`src/rtl/audio_dac_pkg.sv`:
```
// Shared types and register map for the audio PWM DAC.
package audio_dac_pkg;

  // Output mode; encoding 3 is also treated as off
  typedef enum logic [1:0] {
    MODE_OFF  = 2'd0,
    MODE_TONE = 2'd1,
    MODE_WAVE = 2'd2
  } modeT;

  // Channel selection; encoding 3 is also treated as mix
  typedef enum logic [1:0] {
    CH_MIX   = 2'd0,
    CH_LEFT  = 2'd1,
    CH_RIGHT = 2'd2
  } chSelT;

  // Register addresses
  localparam logic [3:0] ADDR_CTRL   = 4'd0;
  localparam logic [3:0] ADDR_VOLUME = 4'd1;
  localparam logic [3:0] ADDR_FREQ   = 4'd2;
  localparam logic [3:0] ADDR_STATUS = 4'd3;

  // Ctrl register field positions
  localparam int CTRL_MODE_LSB  = 0;
  localparam int CTRL_CHSEL_LSB = 2;
  localparam int CTRL_UNSIGNED  = 4;

endpackage

```
`src/rtl/lj_serial_rx.sv`:
```
// Left-justified serial audio receiver: brings the bit clock, frame sync and
// data into the Clk domain, shifts each slot MSB-first and latches the
// completed samples on frame-sync edges.
module lj_serial_rx #(
  parameter int SAMPLE_W = 16
) (
  input  logic                Clk,
  input  logic                Resetn,
  input  logic                AbitClk,
  input  logic                Async,
  input  logic                Asdo,
  output logic [SAMPLE_W-1:0] LeftSample,
  output logic [SAMPLE_W-1:0] RightSample,
  output logic [7:0]          FrameCnt
);

  localparam int CNT_W = $clog2(SAMPLE_W + 1);

  // Stages [1:0] are the synchroniser, stage [2] is the edge-detect history
  logic [2:0] bclkSync;
  logic [2:0] lrSync;
  logic [1:0] dataSync;

  logic [SAMPLE_W-1:0] leftShift;
  logic [SAMPLE_W-1:0] rightShift;
  logic [CNT_W-1:0]    bitCnt;

  logic bclkRise;
  logic lrRise;
  logic lrFall;

  assign bclkRise = bclkSync[1] & ~bclkSync[2];
  assign lrRise   = lrSync[1] & ~lrSync[2];
  assign lrFall   = ~lrSync[1] & lrSync[2];

  // Two-flop synchronisers for the asynchronous serial inputs
  always_ff @(posedge Clk or negedge Resetn) begin
    if (!Resetn) begin
      bclkSync <= '0;
      lrSync   <= '0;
      dataSync <= '0;
    end else begin
      bclkSync <= {bclkSync[1:0], AbitClk};
      lrSync   <= {lrSync[1:0], Async};
      dataSync <= {dataSync[0], Asdo};
    end
  end

  // Frame edges latch finished slots and restart the bit count; they win over a coincident bit
  always_ff @(posedge Clk or negedge Resetn) begin
    if (!Resetn) begin
      leftShift   <= '0;
      rightShift  <= '0;
      bitCnt      <= '0;
      LeftSample  <= '0;
      RightSample <= '0;
      FrameCnt    <= '0;
    end else if (lrRise) begin
      RightSample <= rightShift;
      bitCnt      <= '0;
      FrameCnt    <= FrameCnt + 8'd1;
    end else if (lrFall) begin
      LeftSample <= leftShift;
      bitCnt     <= '0;
    end else if (bclkRise && (bitCnt < CNT_W'(SAMPLE_W))) begin
      if (lrSync[1]) begin
        rightShift <= {rightShift[SAMPLE_W-2:0], dataSync[1]};
      end else begin
        leftShift <= {leftShift[SAMPLE_W-2:0], dataSync[1]};
      end
      bitCnt <= bitCnt + CNT_W'(1);
    end
  end

endmodule

```
`src/rtl/audio_pwm_dac.sv`:
```
// Audio PWM DAC: receives left-justified serial audio, selects or mixes the
// channels, applies saturating volume, and drives one speaker pin with PWM
// or a gated square-wave tone. Includes an idle mute on unchanging audio.
module audio_pwm_dac
  import audio_dac_pkg::*;
#(
  parameter int SAMPLE_W   = 16,
  parameter int PWM_W      = 10,
  parameter int VOL_W      = 8,
  parameter int TIMEOUT_W  = 12,
  parameter int TONE_SHIFT = 5
) (
  input  logic        Clk,
  input  logic        Resetn,
  input  logic        AbitClk,
  input  logic        Async,
  input  logic        Asdo,
  output logic        Asdi,
  output logic        Out,
  output logic        SpkEn,
  input  logic [3:0]  Addr,
  input  logic [15:0] DataWr,
  output logic [15:0] DataRd,
  input  logic        En,
  input  logic        Wr,
  input  logic        Rd
);

  localparam int PROD_W = SAMPLE_W + VOL_W + 2;
  localparam int ACC_W  = TONE_SHIFT + 16;

  // Configuration registers
  modeT             mode;
  chSelT            chSel;
  logic             unsignedMode;
  logic [VOL_W-1:0] volume;
  logic [15:0]      freq;

  // Receiver outputs
  logic [SAMPLE_W-1:0] leftSample;
  logic [SAMPLE_W-1:0] rightSample;
  logic [7:0]          frameCnt;

  // Sample path
  logic signed [SAMPLE_W-1:0] leftS;
  logic signed [SAMPLE_W-1:0] rightS;
  logic signed [SAMPLE_W:0]   sum;
  logic signed [SAMPLE_W:0]   mix;
  logic signed [SAMPLE_W:0]   sel;
  logic signed [PROD_W-1:0]   selExt;
  logic signed [PROD_W-1:0]   volExt;
  logic signed [PROD_W-1:0]   prod;
  logic signed [PROD_W-1:0]   scaled;
  logic [SAMPLE_W-1:0]        sat;
  logic [PWM_W-1:0]           newDuty;

  // PWM, idle mute and tone state
  logic [PWM_W-1:0]     divCount;
  logic [PWM_W-1:0]     duty;
  logic [TIMEOUT_W-1:0] idleCnt;
  logic                 muted;
  logic [ACC_W-1:0]     toneAcc;
  logic                 toneSq;
  logic [7:0]           volCnt;
  logic                 volPwm;

  logic unusedBits;
  assign unusedBits = ^{Rd, sat[SAMPLE_W-PWM_W-1:0]};

  assign Asdi  = 1'b0;
  assign muted = (idleCnt == '1);

  lj_serial_rx #(
    .SAMPLE_W(SAMPLE_W)
  ) uRx (
    .Clk        (Clk),
    .Resetn     (Resetn),
    .AbitClk    (AbitClk),
    .Async      (Async),
    .Asdo       (Asdo),
    .LeftSample (leftSample),
    .RightSample(rightSample),
    .FrameCnt   (frameCnt)
  );

  // Register bus writes
  always_ff @(posedge Clk or negedge Resetn) begin
    if (!Resetn) begin
      mode         <= MODE_WAVE;
      chSel        <= CH_MIX;
      unsignedMode <= 1'b0;
      volume       <= {1'b1, {(VOL_W-1){1'b0}}};
      freq         <= '0;
    end else if (En && Wr) begin
      case (Addr)
        ADDR_CTRL: begin
          mode         <= modeT'(DataWr[CTRL_MODE_LSB +: 2]);
          chSel        <= chSelT'(DataWr[CTRL_CHSEL_LSB +: 2]);
          unsignedMode <= DataWr[CTRL_UNSIGNED];
        end
        ADDR_VOLUME: volume <= DataWr[VOL_W-1:0];
        ADDR_FREQ:   freq   <= DataWr;
        default: ;
      endcase
    end
  end

  // Register readback, purely a function of Addr
  always_comb begin
    DataRd = '0;
    case (Addr)
      ADDR_CTRL: begin
        DataRd[CTRL_MODE_LSB +: 2]  = mode;
        DataRd[CTRL_CHSEL_LSB +: 2] = chSel;
        DataRd[CTRL_UNSIGNED]       = unsignedMode;
      end
      ADDR_VOLUME: DataRd[VOL_W-1:0] = volume;
      ADDR_FREQ:   DataRd = freq;
      ADDR_STATUS: begin
        DataRd[0]    = muted;
        DataRd[15:8] = frameCnt;
      end
      default: ;
    endcase
  end

  // Offset-binary samples become two's complement by flipping the MSB
  assign leftS  = {leftSample[SAMPLE_W-1] ^ unsignedMode, leftSample[SAMPLE_W-2:0]};
  assign rightS = {rightSample[SAMPLE_W-1] ^ unsignedMode, rightSample[SAMPLE_W-2:0]};
  assign sum    = {leftS[SAMPLE_W-1], leftS} + {rightS[SAMPLE_W-1], rightS};
  assign mix    = sum >>> 1;

  // Channel select, volume scaling and saturation to the sample width
  always_comb begin
    sel = mix;
    case (chSel)
      CH_LEFT:  sel = {leftS[SAMPLE_W-1], leftS};
      CH_RIGHT: sel = {rightS[SAMPLE_W-1], rightS};
      default:  sel = mix;
    endcase
    selExt = {{(PROD_W-SAMPLE_W-1){sel[SAMPLE_W]}}, sel};
    volExt = {{(PROD_W-VOL_W){1'b0}}, volume};
    prod   = selExt * volExt;
    scaled = prod >>> (VOL_W - 1);
    if ((scaled[PROD_W-1:SAMPLE_W-1] == '0) || (scaled[PROD_W-1:SAMPLE_W-1] == '1)) begin
      sat = scaled[SAMPLE_W-1:0];
    end else if (scaled[PROD_W-1]) begin
      sat = {1'b1, {(SAMPLE_W-1){1'b0}}};
    end else begin
      sat = {1'b0, {(SAMPLE_W-1){1'b1}}};
    end
    newDuty = {~sat[SAMPLE_W-1], sat[SAMPLE_W-2 -: PWM_W-1]};
  end

  // PWM period counter; duty and idle count update only at the period boundary
  always_ff @(posedge Clk or negedge Resetn) begin
    if (!Resetn) begin
      divCount <= '0;
      duty     <= {1'b1, {(PWM_W-1){1'b0}}};
      idleCnt  <= '0;
    end else begin
      divCount <= divCount + PWM_W'(1);
      if (divCount == '1) begin
        duty <= newDuty;
        if (newDuty == duty) begin
          if (idleCnt != '1) begin
            idleCnt <= idleCnt + TIMEOUT_W'(1);
          end
        end else begin
          idleCnt <= '0;
        end
      end
    end
  end

  // Tone square wave plus an 8-bit PWM that sets the tone loudness
  always_ff @(posedge Clk or negedge Resetn) begin
    if (!Resetn) begin
      toneAcc <= '0;
      toneSq  <= 1'b0;
      volCnt  <= '0;
      volPwm  <= 1'b0;
    end else begin
      if (toneAcc[TONE_SHIFT+15:TONE_SHIFT] == freq) begin
        toneSq  <= ~toneSq;
        toneAcc <= '0;
      end else begin
        toneAcc <= toneAcc + ACC_W'(1);
      end
      volCnt <= volCnt + 8'd1;
      if (volCnt == volume[VOL_W-1 -: 8]) begin
        volPwm <= 1'b0;
      end else if (volCnt == 8'd0) begin
        volPwm <= 1'b1;
      end
    end
  end

  // Registered pin drive and speaker enable
  always_ff @(posedge Clk or negedge Resetn) begin
    if (!Resetn) begin
      Out   <= 1'b0;
      SpkEn <= 1'b1;
    end else begin
      case (mode)
        MODE_TONE: Out <= toneSq & volPwm;
        MODE_WAVE: Out <= (divCount < duty) & ~muted;
        default:   Out <= 1'b0;
      endcase
      SpkEn <= (mode != MODE_OFF);
    end
  end

endmodule

```
`config.mk`:
```
export PLATFORM = sky130hd
export DESIGN_NAME = audio_pwm_dac
export DESIGN_NICKNAME = d
export VERILOG_FILES = /design/src/rtl/audio_dac_pkg.sv /design/src/rtl/lj_serial_rx.sv /design/src/rtl/audio_pwm_dac.sv
export SDC_FILE = /design/constraint.sdc
export NUM_CORES = 1
export LEC_CHECK = 0
export BUFFER_PORTS_ARGS = -buffer_cell sky130_fd_sc_hd__clkbuf_2
export CAP_MARGIN = 20
export CORE_ASPECT_RATIO = 0.9
export CORE_MARGIN = 5
export CORE_UTILIZATION = 45
export CTS_CLUSTER_DIAMETER = 80
export DETAILED_ROUTE_END_ITERATION = 12
export GPL_TIMING_DRIVEN = 0
export PLACE_DENSITY_LB_ADDON = 0.3
export SLEW_MARGIN = 10
export SYNTH_ARGS = -nofsm -noshare
export SYNTH_HDL_FRONTEND = slang
export SYNTH_SLANG_ARGS = --single-unit
```
`constraint.sdc`:
```
create_clock -name Clk -period 15.75 [get_ports Clk]
set_clock_uncertainty 0.1 [all_clocks]
set_input_delay 0.7875 -clock Clk [delete_from_list [all_inputs] [get_ports Clk]]
set_output_delay 0.7875 -clock Clk [all_outputs]
set_load 0.02 [all_outputs]
```
==> results of run 1 <==
==> kinds of logic after synthesis <==
logic type      after synthesis  synth area share
fa+ha+maj                   192            0.2247
compound gates              215            0.1062
xor+xnor                    105           0.06585
simple gates                376            0.1371
flops                       179            0.3211
buf+inv                     248           0.06862
mux                          95           0.07624
other cells                   1         0.0002685
==> worst max-delay path: cells and delay by family, from the launching register on <==
family | cells | cell delay, ns
flip-flops | 1 | 0.42
AO/OA/AOI/OAI | 18 | 5.38
buffers and inverters | 6 | 0.91
AND/OR/NAND/NOR | 7 | 1.58
adder cells (fa/ha/maj) | 6 | 2.69
XOR/XNOR | 1 | 0.10
==> placed cells by master, fill, tap and decap left out, drive strengths merged, types with 5 or more instances in the layout <==
cell	Yosys	final
ha	94	94
a31oi	7	7
clkinv	0	8
mux2	91	91
nor4	6	6
a21o	9	9
o21ai	47	47
nor2b	5	5
a21boi	15	15
inv	192	198
fa	98	98
nand2	120	120
nor3	17	17
xor2	42	42
and2	48	48
nand3	43	43
a22oi	13	13
a21oi	53	53
a22o	12	12
nand4	25	25
and3	37	37
dfrtp	175	175
a211oi	8	8
clkbuf	45	107
nor2	47	47
nand2b	6	6
xnor2	63	63
a221oi	12	12
buf	11	13
==> layout make-up <==
class / count / area [µm²]
multi-input cells: 984 / 8523
repair buffers: 46 / 261.5
inverters: 192 / 720.7
plain buffers: 56 / 237.7
fillers: 2817 / 15400
clock inverters: 14 / 182.7
well taps: 409 / 511.7
flip-flops and latches: 179 / 4484
clock buffers: 18 / 439.2
==> per-layer routing <==
metal,up-vias,global-route usage,routed length [µm]
li1,4875,-,-
met1,5136,0.2684,14580
met2,194,0.3042,14430
met3,17,0.02512,1139
met4,0,0.03258,243
met5,-,0,0
==> final timing paths <==
check | depth (start not counted) | startpoint | endpoint
max | 38 | uRx.RightSample[2] | idleCnt[1]
min | 0 | uRx.bclkSync[0] | uRx.bclkSync[1]
min reg2reg | 0 | uRx.bclkSync[0] | uRx.bclkSync[1]
max reg2reg | 38 | uRx.RightSample[2] | idleCnt[1]
max in group asynchronous | 2 | Resetn | uRx.LeftSample[2]
min in group asynchronous | 1 | Resetn | duty[1]
==> state kept, by name, indices dropped and copies added (netlist names), 10 cells and up <==
signal           count
toneAcc             21
freq                16
uRx.LeftSample      16
uRx.RightSample     16
uRx.leftShift       16
uRx.rightShift      16
idleCnt             12
divCount            10
duty                10
==> per-stage QoR <==
step                      worst slack [ns]  hold slack [ns]    util
after floorplan                      6.281           0.2312       -
after global routing                 3.588           0.2799  0.4994
after CTS                            4.673           0.2562  0.4994
final                                4.492           0.2524  0.4994
after global placement               4.777           0.2321  0.4779
after detailed placement             4.749           0.2347  0.4792
==> results.py, run 1 <==
metrics = {
    "status": {
        "status": "complete, no violations",
    },
    "logic_synthesis": {
        "synth_edf_count": 0,
        "synth_seq_cells": 179,
        "synthArstFlopShare": 1.000,
        "yosysSeqAreaShare": 0.3211,
        "synth_cells": 1411,
        "syn-num-nets": 1631,
        "yosys_warnings": 0,
        "synthTopCellsByCount": "inv_1, dfrtp_1, nand2_1",
        "yosys-top-cells-area": "dfrtp_1, fa_1, ha_1",
        "avgSynthCellArea_um2": 9.898,
        "synthMostInstantiatedCell": "inv_1",
        "ys.flop_type": "dfrtp_1",
        "synth.distinct_cells": 73,
        "synth_top_cell_by_area": "dfrtp_1",
        "synth_top_area_share": 0.3136,
        "synth_area_um2": 13970,
    },
    "place": {
        "port_buffers": 44,
        "place_congestion": 0.8763,
        "dpl.cell_count": 1866,
        "dp_hpwl_mm": 23.39,
        "place_area_um2": 14740,
    },
    "timing": {
        "max-slew-margin-rel": 0.3677,
        "final_max_slew_viol_count": 0,
        "hold_viol": 0,
        "fin_tns_setup_ns": 0,
        "final.period_utilization": 0.7148,
        "tightest_slew_ns": 0.9464,
        "min_period_ns": 11.26,
        "finalSetupViolCount": 0,
        "max_freq_mhz": 88.82,
        "rsz0062_at_grt": "false",
    },
    "route": {
        "drt-wirelength-per-cell_um": 16.02,
        "dr.first_iter.drc_count": 598,
        "vias": 10220,
        "drt_first_pass_iters": 5,
        "ant_nets": 0,
        "via_per_inst": 5.386,
        "drc_errors": 0,
        "finalWirelength_mm": 30.40,
    },
    "clock_network": {
        "cts_resized": 0,
        "insertion_delay_ns": 0.44,
        "cts.htree.levels": 4,
        "cts_sinks": 179,
        "cts_buffer_depth": 2,
        "cts_buffers": 17,
        "post_cts_buffers": 0,
        "holdBufCountCts": 0,
        "clk_pin_slew_ns": 0.08,
        "root_buffer": "clkbuf_16",
        "cts_tree": "built",
    },
    "setup_path": {
        "crit_arrival_ns": 11.51,
        "worstSetupPathType": "reg -> reg",
        "critical_path_required_ns": 16.00,
        "slowest_stage": "a2111oi_0",
        "rrSetupSlack_ns": 4.49,
        "endpoint_kind": "flip-flop",
        "slowest_delay_ns": 0.82,
        "start_kind": "flip-flop",
        "cp_max_fo": 10,
    },
    "flow_run": {
        "cap_violations": 0,
    },
    "floorplanning": {
        "io_pins": 47,
        "initial_core_util": 0.4541,
        "dieWidth_um": 195.7,
        "die_area_um2": 34660,
        "die_h_um": 177.1,
        "coreArea_um2": 30760,
        "rows": 61,
    },
    "cells_and_area": {
        "finalNonFillerCells": 1898,
        "drive_gt1_frac": 0.1316,
        "synthToLayoutAreaGrowth_pct": 9.989,
        "final_area_um2": 15360,
        "num_antenna_cells": 0,
        "final_nets": 1696,
    },
    "global_routing": {
        "antenna_found_initial": 0,
        "grt_start_max_net_pins": 91,
        "grt_pass1_vias": 10630,
        "grt_pass1_wl_mm": 53.49,
        "grtUsageTotal": 0.1856,
        "grt_overflow_total": 0,
    },
    "min_path": {
        "hp-class": "reg -> reg",
    },
}
Power of run 1 is left out: the tool's default activity adds up to more than one toggle a clock period on the data nets, which glitch-free logic cannot reach.
==> run 2: changes to the inputs <==
- clock period: 15.75 -> 10.4 ns (I/O delays scaled with it)
==> run 2 against run 1 <==
Against the previous run: maximum frequency up 15%; final cell count rose by 0.79%; first-iteration DRC count rose by 16%; critical path type unchanged.
==> results.py, run 2 (synthesized netlist as in run 1, its figures left out) <==
metrics = {
    "status": {
        "status": "complete, no violations",
    },
    "timing": {
        "final.period_utilization": 0.9410,
        "tightest_slew_ns": 0.9677,
        "max-slew-margin-rel": 0.3535,
        "min_period_ns": 9.787,
        "final_max_slew_viol_count": 0,
        "max_freq_mhz": 102.2,
        "hold_viol": 0,
        "fin_tns_setup_ns": 0,
        "finalSetupViolCount": 0,
    },
    "place": {
        "dp_hpwl_mm": 23.39,
        "port_buffers": 44,
        "place_congestion": 0.8763,
        "dpl.cell_count": 1866,
    },
    "clock_network": {
        "cts.htree.levels": 4,
        "holdBufCountCts": 0,
        "root_buffer": "clkbuf_16",
        "cts_buffers": 17,
        "cts_tree": "built",
        "cts_buffer_depth": 2,
        "cts_sinks": 179,
        "insertion_delay_ns": 0.44,
        "clk_pin_slew_ns": 0.08,
    },
    "cells_and_area": {
        "final_nets": 1711,
        "synthToLayoutAreaGrowth_pct": 11.78,
        "drive_gt1_frac": 0.1529,
        "final_cell_mix": "inv_1, dfrtp_1, nand2_1",
        "largest_reg_flops": 21,
        "num_antenna_cells": 0,
        "largest-register": "toneAcc",
        "fillers": 2796,
        "final_common_cell": "inv_1",
        "finalNonFillerCells": 1913,
    },
    "global_routing": {
        "grt_pass1_vias": 10650,
        "grt_start_max_net_pins": 91,
        "antenna_found_initial": 0,
        "grtUsageTotal": 0.1860,
        "grt_pass1_wl_mm": 53.60,
        "grt_overflow_total": 0,
    },
    "setup_path": {
        "slowest_delay_ns": 0.59,
        "start_kind": "flip-flop",
        "rrSetupSlack_ns": 0.61,
        "critical_path_required_ns": 10.65,
        "cp_max_fo": 10,
        "crit_arrival_ns": 10.04,
        "slowest_stage": "fa_1",
        "crit_buf_inv": 8,
        "worstSetupPathType": "reg -> reg",
        "cp_top_family": "adder cells",
        "endpoint_kind": "flip-flop",
    },
    "floorplanning": {
        "initial_core_util": 0.4541,
        "io_pins": 47,
        "rows": 61,
        "die_h_um": 177.1,
        "coreArea_um2": 30760,
        "die_area_um2": 34660,
        "dieWidth_um": 195.7,
    },
    "route": {
        "vias": 10330,
        "finalWirelength_mm": 30.96,
        "drc_errors": 0,
        "via_per_inst": 5.400,
        "dr.first_iter.drc_count": 692,
        "drt-wirelength-per-cell_um": 16.18,
        "drt_first_pass_iters": 7,
        "ant_nets": 0,
    },
    "flow_run": {
        "cap_violations": 0,
    },
    "min_path": {
        "hp-class": "in -> async",
    },
}
[run 2: cell types whose count changed in the layout (fill, tap and decap cells not counted), sizes merged]
cell	delta
buf	+16
clkbuf	-1
[run 2: worst paths after layout]
check,end,startpoint,depth (start not counted)
setup reg to reg,idleCnt[1],uRx.RightSample[2],40
min in group Clk,uRx.bclkSync[0],AbitClk,1
hold reg to reg,uRx.bclkSync[1],uRx.bclkSync[0],0
setup / recovery,idleCnt[1],uRx.RightSample[2],40
hold / removal,duty[1],Resetn,1
max in group asynchronous,uRx.RightSample[3],Resetn,2
[run 2: repair_timing]
item                                    4_1_cts  5_1_grt
buffers inserted                              0       15
cloned                                        0        1
endpoints found under the setup margin       12       12
gates resized for setup                       7       25
pin swaps                                     1        9
[run 2: layout make-up]
| class | count | area (µm²) | area share |
|---|---|---|---|
| Buffer | 55 | 236.5 | 0.01515 |
| Clock buffer | 18 | 439.2 | 0.02813 |
| Clock inverter | 14 | 182.7 | 0.01170 |
| Inverter | 192 | 720.7 | 0.04616 |
| Multi-Input combinational cell | 984 | 8655 | 0.5544 |
| Sequential cell | 179 | 4484 | 0.2872 |
| Tap cell | 409 | 511.7 | 0.03278 |
| Timing Repair Buffer | 62 | 381.6 | 0.02445 |
[run 2: stage by stage]
step,setup slack (ns),cell area (µm²),hold WS [ns],utilization
finish,0.6132,15610,0.02971,0.5075
detailed placement,-0.6005,14740,0.2347,0.4792
global placement,-0.5735,14700,0.2321,0.4779
global route,-0.04620,15610,0.07019,0.5075
CTS,0.06733,15410,0.06720,0.5009
floorplan,0.9313,13970,0.1244,-
[run 2: per-layer routing]
metal,up-vias,part of all wire,GRT usage
li1,4911,-,-
met1,5196,0.48,0.2687
met2,201,0.48,0.3054
met3,23,0.038,0.02512
met4,0,0.0084,0.03258
met5,-,0,0
Power of run 2 is left out for the same reason.
